==> src/rtl/set_bit_scanner.sv <==
// Serialises a multi-hot word into a stream of set-bit indices, one per beat,
// in LSB-first or MSB-first order, tagging each burst with last/empty/popcount.
module set_bit_scanner #(
  parameter int unsigned WIDTH = 8
) (
  input  logic                       clk,
  input  logic                       rst,
  input  logic                       in_valid,
  output logic                       in_ready,
  input  logic [WIDTH-1:0]           in_data,
  input  logic                       in_msb_first,
  output logic                       out_valid,
  input  logic                       out_ready,
  output logic [$clog2(WIDTH)-1:0]   out_index,
  output logic                       out_last,
  output logic                       out_empty,
  output logic [$clog2(WIDTH+1)-1:0] out_count
);

  localparam int unsigned IDX_W = $clog2(WIDTH);
  localparam int unsigned CNT_W = $clog2(WIDTH + 1);

  typedef enum logic [0:0] {StIdle, StScan} state_e;

  state_e             state_q, state_d;
  logic [WIDTH-1:0]   residual_q, residual_d;
  logic               mode_q, mode_d;
  logic [CNT_W-1:0]   count_q, count_d;

  logic [IDX_W-1:0]   lo_idx, hi_idx, cur_idx;
  logic [CNT_W-1:0]   in_popcount;
  logic               scanning, at_most_one, accept, beat_fire;

  always_comb begin
    lo_idx = '0;
    hi_idx = '0;
    // Descending loop leaves the lowest set bit, ascending leaves the highest.
    for (int i = WIDTH - 1; i >= 0; i--) begin
      if (residual_q[i]) lo_idx = IDX_W'(i);
    end
    for (int i = 0; i < WIDTH; i++) begin
      if (residual_q[i]) hi_idx = IDX_W'(i);
    end
  end

  always_comb begin
    in_popcount = '0;
    for (int i = 0; i < WIDTH; i++) begin
      in_popcount = in_popcount + CNT_W'(in_data[i]);
    end
  end

  assign cur_idx     = mode_q ? hi_idx : lo_idx;
  assign scanning    = (state_q == StScan);
  assign at_most_one = ((residual_q & (residual_q - {{(WIDTH-1){1'b0}}, 1'b1})) == '0);

  assign out_valid = scanning;
  assign out_index = scanning ? cur_idx : '0;
  assign out_last  = scanning && at_most_one;
  assign out_empty = scanning && (residual_q == '0);
  assign out_count = scanning ? count_q : '0;

  assign beat_fire = out_valid && out_ready;
  assign in_ready  = !rst && (!scanning || (beat_fire && out_last));
  assign accept    = in_valid && in_ready;

  always_comb begin
    state_d    = state_q;
    residual_d = residual_q;
    mode_d     = mode_q;
    count_d    = count_q;
    if (accept) begin
      state_d    = StScan;
      residual_d = in_data;
      mode_d     = in_msb_first;
      count_d    = in_popcount;
    end else if (beat_fire) begin
      residual_d = residual_q & ~({{(WIDTH-1){1'b0}}, 1'b1} << cur_idx);
      if (out_last) state_d = StIdle;
    end
  end

  always_ff @(posedge clk) begin
    if (rst) begin
      state_q    <= StIdle;
      residual_q <= '0;
      mode_q     <= 1'b0;
      count_q    <= '0;
    end else begin
      state_q    <= state_d;
      residual_q <= residual_d;
      mode_q     <= mode_d;
      count_q    <= count_d;
    end
  end

endmodule

==> config.mk <==
export PLATFORM = sky130hd
export DESIGN_NAME = set_bit_scanner
export DESIGN_NICKNAME = d
export VERILOG_FILES = /design/src/rtl/set_bit_scanner.sv
export SDC_FILE = /design/constraint.sdc
export NUM_CORES = 1
export LEC_CHECK = 0
export ABC_AREA = 1
export CAP_MARGIN = 20
export CORE_MARGIN = 3
export CORE_UTILIZATION = 45
export DETAILED_ROUTE_END_ITERATION = 7
export PLACE_DENSITY = 0.73
export SLEW_MARGIN = 20
export SYNTH_ARGS = -nofsm -noshare
export SYNTH_HDL_FRONTEND = slang
export SYNTH_SLANG_ARGS = --single-unit
==> constraint.sdc <==
create_clock -name clk -period 7.05 [get_ports clk]
set_input_delay 0.705 -clock clk [delete_from_list [all_inputs] [get_ports clk]]
set_output_delay 0.705 -clock clk [all_outputs]
set_load 0.005 [all_outputs]
==> impl_metrics.yaml <==
clocking:
  cts_max_path_buffers: 2
  cts_hold_buffers: 0
  h-tree-depth: 1
  cts_made_buffers: 3
  cts_tree: "built"
  post_cts_buffers: 0
  cts_root_buf: "clkbuf_4"
  cts.sinks: 14
  clock_latency_ps: 270
  cts.reportedPaths.clkPinSlew_ps: 80
  cts_resized: 0
floorplanning:
  initial_core_util: 0.491
  rows: 17
  die-area_sq_mm: 0.00312
  core_sq_mm: 0.00228
  io_pins: 24
  dieHeight_microns: 55.9
  die_w_microns: 55.9
logic_synthesis:
  netlist_area_sq_mm: 0.00112
  syn-mean-instance-area_sq_um: 6.47
  ys_warn_count: 0
  yosysSeqAreaShare: 0.251
  synth_top_area_share: 0.251
  synthTopCellsByArea: "dfxtp_1 25%, nand2_1 17%, inv_1 11%"
  syn_inst: 173
  yosysTopAreaCell: "dfxtp_1"
  synth_nets: 193
  yosys.cell_types.count: 24
  synth-seq-cells: 14
global_route:
  antenna_found_initial: 0
  overflow: 0
  grt.total_usage: 0.157
  grt_pass1_vias: 967
  grt_first_pass_wirelength_microns: 3980
  grt_max_degree: 22
placed_design:
  gp_congestion: 0.758
  post-place-ws_ps: 3380
  dp_hpwl_microns: 2010
  dp_cells: 219
  port_buffers: 23
power_and_ir_drop:
  ir_worst_vdd_mv: 0.116
  p_leak_nw: 0.658
  power.density_mw_per_mm2: 163
finish:
  mostFrequentLayoutCell: "nand2_1"
  syn_to_final_growth_pct: 22.9
  fillers: 221
  seqCellArea_sq_um: 280
  fin_nets: 216
  final_cells: 222
  n_antenna_cell: 0
  final_cell_mix: "50 x nand2_1, 33 x inv_1, 23 x clkdlybuf4s50_1"
  layout-drive-gt1-share: 0.0979
  post-route-util: 0.604
  multiInputGateArea_sq_um: 672
setup_path:
  end_kind: "flip-flop"
  critPathMostFrequentCell: "fa_1"
  critPathSlowestCell: "fa_1"
  cp.required_ps: 7250
  worstPathArrival_ps: 3580
  critPathMaxFanout: 2
  max_stage_delay_ps: 540
  critPathKind: "in -> reg"
  crit_path_cell_trace: "clkdlybuf4s50_1, fa_1, inv_1, fa_1, fa_1, inv_1, ha_1, inv_1, fa_1, xor2_1, o21ai_1"
  cp-start-kind: "input pin"
timing:
  skew_ps: 5.05
  whs_ps: 471
  setup_violations: 0
  finalMaxSlewViolations: 0
  period_share: 0.479
  rsz0062_at_grt: "false"
  finalHoldViolations: 0
  fmax_ghz: 0.296
  worst_pin_slew_ps: 618
  maxSlewHeadroom: 0.587
  min_period_ps: 3380
  fin_setup_tns_ps: 0
  fin_ws_ps: 3670
route:
  detail-route-antenna-nets: 0
  drc: 0
  wl_per_cell_microns: 11.0
  firstDrtPassIters: 4
  avgViaCountPerCell: 5.05
  vias: 1121
  drt_iter0_drc: 16
  drt_wl_total_microns: 2440
job:
  maxCapViolations: 0
hold_path:
  hold_class: "reg -> reg"
outcome:
  status: "finished, final reports clean"
[path summary, 6_finish.rpt]
path | start | endpoint | slack, ps | depth (start not counted)
worst min-delay path | count_q[0] | count_q[0] | 470 | 2
worst max register to register | out_valid | count_q[3] | 5000 | 10
worst min register to register | count_q[0] | count_q[0] | 470 | 2
worst max-delay path | in_data[0] | count_q[2] | 3670 | 11
[registers in the layout, summed over array words and instances (netlist names)]
register    cells
out_valid       1
mode_q          1
count_q         4
residual_q      8
[layout make-up]
cell class | instances | share of cell area
clock buffers | 3 | 0.0164
multi-input cells | 118 | 0.489
repair buffers | 23 | 0.167
well taps | 28 | 0.0255
inverters | 36 | 0.0983
flip-flops and latches | 14 | 0.204
[cell families after synthesis]
logic type	count (synthesis)	share of synthesized area
simple gates	90	0.362
flops	14	0.251
compound gates	20	0.125
xor+xnor	1	0.00783
buf+inv	41	0.149
fa+ha+maj	7	0.105
[critical path, delay by kind of cell]
kind            cells  cell delay (ps)
compound gates      1              120
fa+ha+maj           5             1970
buf+inv             4              630
xor+xnor            1              150
[power by group]
group | internal, mW | switching [mW]
clock | 0.0198 | 0.0230
combinational | 0.0372 | 0.0515
sequential | 0.0863 | 0.00637
total | 0.143 | 0.0809
[Yosys cell counts (all sizes together)]
cell / count
buf: 5
a21oi: 13
nand2: 51
and2: 1
nor3: 1
inv: 36
dfxtp: 14
nor2: 12
o21bai: 1
nand3: 13
nand4: 12
ha: 3
xor2: 1
o21ai: 6
fa: 4
[per-layer routing]
layer,vias up,global-route usage,share of wire
met3,4,0.0209,0.036
met2,23,0.280,0.51
li1,584,-,-
met5,-,0,0
met4,0,0.0610,0.013
met1,510,0.189,0.44
[metrics by stage]
stage	total power, mW	instance area, sq um
after floorplan	0.155	1120
after global placement	0.179	1350
after detailed placement	0.184	1350
after CTS	0.226	1380
after global routing	0.241	1380
final	0.224	1380
No activity file was read; power rests on OpenSTA's default activity.
==> RTL edit, RTL diff (same flow settings) <==
Change the parameter `WIDTH` from 8 to 4.
--- a/src/rtl/set_bit_scanner.sv
+++ b/src/rtl/set_bit_scanner.sv
@@ -3,3 +3,3 @@
 module set_bit_scanner #(
-  parameter int unsigned WIDTH = 8
+  parameter int unsigned WIDTH = 4
 ) (
Interface: changed (resized in_data, out_count and out_index); port bits go from 24 to 18. No check against the original RTL was run, so the function may have changed too.
==> RTL edit against the unedited design <==
- sequential cell count down 5
- clock skew fell by 2.8 ps
- synthesized area down 43%
- final area shrank 38%
- register-to-register slack gained 830 ps
- power fell by 39%
- setup slack improved by 520 ps
- routed wire length fell by 50%
- critical endpoint is now in_ready
- largest power group unchanged
==> RTL edit: results (changes against the unedited design) <==
* Setup crit start: out_ready
* Met3 wire len at 57 um (-36%)
* Status: complete, no violations
* Register area share after synthesis at 28.1% (+3.1 points)
* Clock latency on the worst-skew pair at 260 ps
* Worst-path maximum fanout at 7 (+5)
* Placer Congestion at 0.779 (+2.7%)
* Clock slew at reported path FFs at 60 ps (-20 ps)
* First-pass GRT wire length at 2280 um (-43%)
* First drt pass iteration count at 2 (-2)
* Deepest clock path buffer count at 2 (unchanged)
* RR Startpoint: out_valid
* WL/cell at 9.40 um (-15%)
* Gr usage total at 16.2% (+0.54 points)
* Drt via density at 4.79 (-5.1%)
* Reg2Reg Capture Point: residual_q[1]
* Vias in the first global route at 578 (-40%)
* Skew final at 2.28 ps (-2.77 ps)
* R2R setup slack at 5830 ps (+830 ps)
* Placed Instance Area at 823 um^2 (-39%)
* CTS buffer count at 3 (unchanged)
* Initial antenna violation count at 0 (unchanged)
* Syn Area/Cell at 6.67 um^2 (+3.2%)
* Post-CTS Setup Inserts at 0 (unchanged)
* H-tree Lvls at 1 (unchanged)
* DR vias at 623 (-44%)
* WHS Endpoint: count_q[0]
* Commonest cells post-synth: 31 x nand2_1, 14 x nand3_1, 13 x inv_1, 9 x dfxtp_1
* DR top layer: met4
* Largest net degree at the start of global routing at 10 (-55%)
* Slew @ Worst Pin at 416 ps (-203 ps)
* Root Buffer: clkbuf_4
* Fill cells at 112 (-49%)
* # nets final at 129 (-40%)
* Synth area leaders: dfxtp_1 28%, nand2_1 18%, nand3_1 11%
* R2R depth at 7 (-3)
* Post-detail-place hpwl at 1040 um (-48%)
* Layout cells sized above 1 at 15.5% (+5.7 points)
* Leakage at 0.441 nW (-33%)
* Met2 routed WL at 595 um (-52%)
* Worst VDD drop at 0.111 mV (-4.7%)
* Routed length on met1 at 532 um (-51%)
* Post-synthesis cell type count at 17 (-29%)
* Worst hold path cell count at 2 (unchanged)
* Drt first-iter violations at 1 (-15)
* Smallest hold slack at 467 ps (-4.17 ps)
* Syn nets at 108 (-44%)
* Worst EP arrival at 2150 ps (-1430 ps)
* Top flop regs: residual_q (4), count_q (3)
* Input/output buffers at 17 (-26%)
RTL edit: changes by cell type after synthesis, sizes merged, moves of 4 or more:
cell / change
buf: -4
a21oi: -10
o21ai: -6
inv: -17
dfxtp: -5
nand4: -10
nor2: -5
nand2: -16
RTL edit: area by class of cell:
type / count / area share [%]
clock inverters: 1 / 0.588
repair buffers: 17 / 20.0
inverters: 19 / 8.38
clock buffers: 3 / 2.65
flip-flops and latches: 9 / 21.2
multi-input cells: 67 / 45.1
well taps: 14 / 2.06
RTL edit: worst max path at each step:
stage          slack (ps)    endpoint  cells past startpoint
2_1_floorplan        5090  count_q[1]                      7
3_3_place_gp         4210    in_ready                      4
3_5_place_dp         4210    in_ready                      4
4_1_cts              4190    in_ready                      4
5_1_grt              4100    in_ready                      4
6_report             4190    in_ready                      4
RTL edit: logic make-up after synthesis:
kind of cell	after synthesis	share of synthesized area, %
and+or+nand+nor	61	48.8
buffers and inverters	20	11.9
DFF	9	28.1
AOI/OAI and AO/OA	3	4.10
adders and majority gates	3	7.03
RTL edit: worst max-delay path, cell delays in order:
cell and delay [ps]:
clkdlybuf4s50_1 570, nand3_4 120, a21oi_4 210, clkdlybuf4s50_1 540
RTL edit: per-layer routing:
layer,global-route usage [%],up-vias
met5,0,-
met2,26.5,16
met4,10.8,0
met1,18.6,266
met3,3.73,6
li1,-,335
RTL edit: power breakdown:
part / switching (mW) / internal, mW / total (mW)
clock network: 0.0188 / 0.0210 / 0.0397
registers: 0.00383 / 0.0551 / 0.0589
logic: 0.0208 / 0.0175 / 0.0383
RTL edit: through the flow:
stage | worst slack (ps) | util, %
global placement | 4210 | 67.7
finish | 4190 | 70.0
CTS | 4190 | 70.0
floorplan | 5090 | -
detailed placement | 4210 | 67.7
global route | 4100 | 70.0
